`config.mk`:
```
export PLATFORM = sky130hd
export DESIGN_NAME = decoder_scan
export DESIGN_NICKNAME = d
export VERILOG_FILES = /design/src/rtl/decoder_scan.sv
export SDC_FILE = /design/constraint.sdc
export NUM_CORES = 1
export LEC_CHECK = 0
export ABC_AREA = 1
export CAP_MARGIN = 20
export CORE_UTILIZATION = 44
export CTS_CLUSTER_SIZE = 20
export DETAILED_ROUTE_END_ITERATION = 10
export DONT_BUFFER_PORTS = 1
export GPL_TIMING_DRIVEN = 0
export SETUP_SLACK_MARGIN = 0.5
export SLEW_MARGIN = 20
export SYNTH_ARGS = -nofsm -noshare
export SYNTH_HDL_FRONTEND = slang
export SYNTH_SLANG_ARGS = --single-unit
export TNS_END_PERCENT = 30
```
`constraint.sdc`:
```
create_clock -name i_clk -period 2.5 [get_ports i_clk]
set_input_delay 0.5 -clock i_clk [delete_from_list [all_inputs] [get_ports i_clk]]
set_output_delay 0.5 -clock i_clk [all_outputs]
set_load 0.005 [all_outputs]
```
`src/rtl/decoder_scan.sv`:
```
// Scan sequencer driving the select/enable pins of the 3-to-8 decoder.
// Walks channels 0..last with a fixed dwell per channel and an optional blank gap.
module decoder_scan #(
    parameter int DWELL = 4,
    parameter int BLANK = 1
) (
    input  logic       i_clk,
    input  logic       i_rst,
    input  logic       i_start,
    input  logic       i_stop,
    input  logic       i_mode,
    input  logic [2:0] i_last,
    output logic [2:0] o_a,
    output logic       o_e,
    output logic       o_busy,
    output logic       o_done
);

    localparam int MAXC = (DWELL > BLANK) ? DWELL : BLANK;
    localparam int CW   = (MAXC <= 2) ? 1 : $clog2(MAXC);

    localparam logic [CW-1:0] DWELL_END = CW'(DWELL - 1);
    localparam logic [CW-1:0] BLANK_END = (BLANK > 0) ? CW'(BLANK - 1) : '0;

    typedef enum logic [1:0] {
        S_IDLE,
        S_ACTIVE,
        S_GAP
    } state_t;

    state_t          r_state;
    logic [CW-1:0]   r_cnt;
    logic            r_mode;
    logic [2:0]      r_last;
    logic [2:0]      r_a;
    logic            r_e;
    logic            r_busy;
    logic            r_done;

    logic            w_dwellEnd;
    logic            w_gapEnd;
    logic            w_lastChan;

    assign w_dwellEnd = (r_cnt == DWELL_END);
    assign w_gapEnd   = (r_cnt == BLANK_END);
    assign w_lastChan = (r_a == r_last);

    // Select only moves on the edge that also drops enable (or dwell-to-dwell when BLANK is 0).
    always_ff @(posedge i_clk) begin
        if (i_rst) begin
            r_state <= S_IDLE;
            r_cnt   <= '0;
            r_mode  <= 1'b0;
            r_last  <= 3'd0;
            r_a     <= 3'd0;
            r_e     <= 1'b0;
            r_busy  <= 1'b0;
            r_done  <= 1'b0;
        end else begin
            r_done <= 1'b0;
            case (r_state)
                S_IDLE: begin
                    r_a    <= 3'd0;
                    r_e    <= 1'b0;
                    r_busy <= 1'b0;
                    r_cnt  <= '0;
                    if (i_start && !i_stop) begin
                        r_state <= S_ACTIVE;
                        r_e     <= 1'b1;
                        r_busy  <= 1'b1;
                        r_mode  <= i_mode;
                        r_last  <= i_last;
                    end
                end
                S_ACTIVE: begin
                    if (i_stop) begin
                        r_state <= S_IDLE;
                        r_a     <= 3'd0;
                        r_e     <= 1'b0;
                        r_busy  <= 1'b0;
                        r_cnt   <= '0;
                    end else if (!w_dwellEnd) begin
                        r_cnt <= r_cnt + CW'(1);
                    end else begin
                        r_cnt <= '0;
                        if (w_lastChan && r_mode) begin
                            r_state <= S_IDLE;
                            r_a     <= 3'd0;
                            r_e     <= 1'b0;
                            r_busy  <= 1'b0;
                            r_done  <= 1'b1;
                        end else begin
                            r_a <= w_lastChan ? 3'd0 : r_a + 3'd1;
                            if (BLANK > 0) begin
                                r_state <= S_GAP;
                                r_e     <= 1'b0;
                            end else begin
                                r_e <= 1'b1;
                            end
                        end
                    end
                end
                S_GAP: begin
                    if (i_stop) begin
                        r_state <= S_IDLE;
                        r_a     <= 3'd0;
                        r_e     <= 1'b0;
                        r_busy  <= 1'b0;
                        r_cnt   <= '0;
                    end else if (!w_gapEnd) begin
                        r_cnt <= r_cnt + CW'(1);
                    end else begin
                        r_state <= S_ACTIVE;
                        r_e     <= 1'b1;
                        r_cnt   <= '0;
                    end
                end
                default: begin
                    r_state <= S_IDLE;
                    r_a     <= 3'd0;
                    r_e     <= 1'b0;
                    r_busy  <= 1'b0;
                    r_cnt   <= '0;
                end
            endcase
        end
    end

    assign o_a    = r_a;
    assign o_e    = r_e;
    assign o_busy = r_busy;
    assign o_done = r_done;

endmodule

```
==> impl_metrics.tcl <==
set metrics [dict create \
    outcome "completed" \
    seq_power_share 0.479 \
    p_leak_nw 0.328 \
    fin_ws_ps 1040 \
    crit_path_frequent_cell "nand3_1" \
    cp.arrival_ps 1630 \
    ys_warn_count 0 \
    nNetsFinal 118 \
    holdWs_ps 275 \
    fp.dieW_um 43.3 \
    placed_cells 113 \
    drt_iter0_drc 9 \
    htreeDepth 1 \
    wl_um 1390 \
    syn_area_um2 751 \
    synth_top_area_cell "dfxtp_1" \
    num_vias 596 \
    p_int_uw 375 \
    grt_pass1_wl_um 2630 \
    die-area_um2 1880 \
    critical_path_required_ps 2670 \
    drv_cap 0 \
    peakVddDrop_v 0.000379 \
    antenna_cells 0 \
    drcViolationCount 0 \
    min_period_ps 1460 \
    ios 14 \
    p_switching_uw 169 \
    max_slew_margin 0.740 \
    met3WireLength_um 44 \
    worst_clock_skew_ps 2.26 \
    insertion_delay_ps 280 \
    place.gp.congestion 0.753 \
    hold_viol 0 \
    path_cells "inv_1, ha_1, nand2_2, inv_2, a21oi_4, nand3_1, nand3_1, a21oi_1" \
    top_layer "met4" \
    worst_slew_pin_slew_ps 389 \
    ant_nets 0 \
    drive_gt1_frac 0.129 \
    grt_max_degree 11 \
    start_util 0.487 \
    period_share 0.585 \
    worstPathMaxFanout 9 \
    drt-pass1-iter-count 2 \
    post_cts_buffers 0 \
    portBuffers 0 \
    place_hpwl_um 1050 \
    antenna_found_initial 0 \
    crit_type "flip-flop to flip-flop" \
    finalNonFillerCells 117 \
    cpMaxStageDelayCell "dfxtp_1" \
    wl_per_cell_um 11.9 \
    post_drt_via_cell_ratio 5.09 \
    grt_pass1_vias 597 \
    start_kind "flip-flop" \
    core_um2 1540 \
    pre_cts_slack_ps 1050 \
    path_clk_slew_ps 90 \
    grt_overflow 0 \
    wl_met1_um 718 \
    synthTopCellsByArea "dfxtp_1 (37%), ha_1 (13%), nand2_1 (9.0%)" \
    ctsHoldBuffers 0 \
    synth_top_area_frac 0.373 \
    cts_buffers 3 \
    tns_ps 0 \
    track_usage 0.188 \
    root_buffer "clkbuf_4" \
    yosysSeqAreaShare 0.373 \
    swShare 0.310 \
    crit_path_max_incr_delay_ps 410 \
    synthDistinctLibCells 21 \
    syn_to_final_growth_pct 7.50 \
    syn-num-nets 113 \
    worstHoldPathType "input pin to flip-flop" \
    end_kind "flip-flop" \
    p_per_area_nw_per_um2 673 \
    clock.fmax_mhz 683 \
    path_delay_family "flip-flops" \
    die_h_um 43.3 \
    worst-path-buf-inv 2 \
    cts_buffer_depth 2 \
    pwr-share-comb 0.216 \
    clock-sinks 14 \
    ys_ff_latch 14 \
    p_total_uw 543 \
    synthCells 97 \
    wl_met2_um 610 \
    clockPowerShare 0.305 \
    finalSetupViolCount 0 \
    cts_resized 0 \
    std_cell_rows 14 \
    cts_tree "yes" \
    rsz0062_at_grt "no" \
    report.final.slew_viol_count 0 \
    syn_avg_cell_area_um2 7.74 \
]
==> cells by family (layout without fill, tap and decap cells) <==
group | Yosys count | after routing | synth area share
simple gates | 38 | 38 | 0.242
fa+ha+maj | 8 | 8 | 0.133
compound gates | 22 | 22 | 0.170
xor+xnor | 1 | 1 | 0.0117
flops | 14 | 14 | 0.373
buf+inv | 14 | 18 | 0.0700
==> flip-flops by register name, summed over array words and instances, names as in the netlist <==
| signal | cells |
|---|---|
| o_a | 3 |
| r_last | 3 |
| r_cnt | 2 |
| r_state | 2 |
| o_busy | 1 |
| o_done | 1 |
| o_e | 1 |
| r_mode | 1 |
==> synth_stat cells (all sizes together) <==
cell    instances
dfxtp          14
clkinv          1
nand4           1
nand3          10
a211oi          1
o21ai           7
nor2            7
inv            13
nand2          19
xnor2           1
a31o            1
ha              8
a21oi          13
nor3b           1
==> placed cells by master, fill, tap and decap left out <==
cell       n
nand2_1   18
nor2_1     4
a21oi_1   12
a211oi_1   1
inv_1     11
dfxtp_1   14
nand2_2    1
nor2_2     2
o21ai_1    3
nor2_4     1
ha_1       8
xnor2_1    1
nor3b_1    1
a21oi_4    1
clkbuf_8   1
nand4_1    1
nand3_2    1
inv_2      2
nand3_1    9
clkbuf_4   3
a31o_2     1
clkinv_1   1
o21ai_0    4
==> layout make-up <==
type | count | area [µm²]
inverters | 14 | 52.6
fillers | 148 | 734
multi-input cells | 69 | 418
flip-flops and latches | 14 | 280
well taps | 16 | 20.0
clock buffers | 4 | 36.3
==> per-stage QoR <==
stage,util,cell area (µm²)
2_1_floorplan,-,751
3_3_place_gp,0.500,771
3_5_place_dp,0.500,771
4_1_cts,0.524,807
5_1_grt,0.524,807
6_report,0.524,807
==> power groups by stage <==
stage               clock (mW)  sequential [mW]  combinational [mW]
CTS                      0.170            0.261               0.119
detailed placement           0            0.265               0.118
global placement             0            0.265               0.116
global route             0.185            0.265               0.138
floorplan                    0            0.261              0.0989
finish                   0.166            0.260               0.117
==> worst paths after layout <==
path                                 start    endpoint  slack, ps  cells after the start
worst max-delay path            r_state[0]      o_a[2]       1040                      8
worst min-delay path                 i_rst  r_state[0]        270                      1
worst max register to register  r_state[0]      o_a[2]       1040                      8
worst min register to register      r_mode      r_mode        450                      2
==> routing by layer <==
metal / vias to the layer above / global-route usage
li1: 326 / -
met1: 258 / 0.265
met2: 10 / 0.272
met3: 2 / 0.0511
met4: 0 / 0.0727
met5: - / 0
Power figures use the tool's default switching activity.
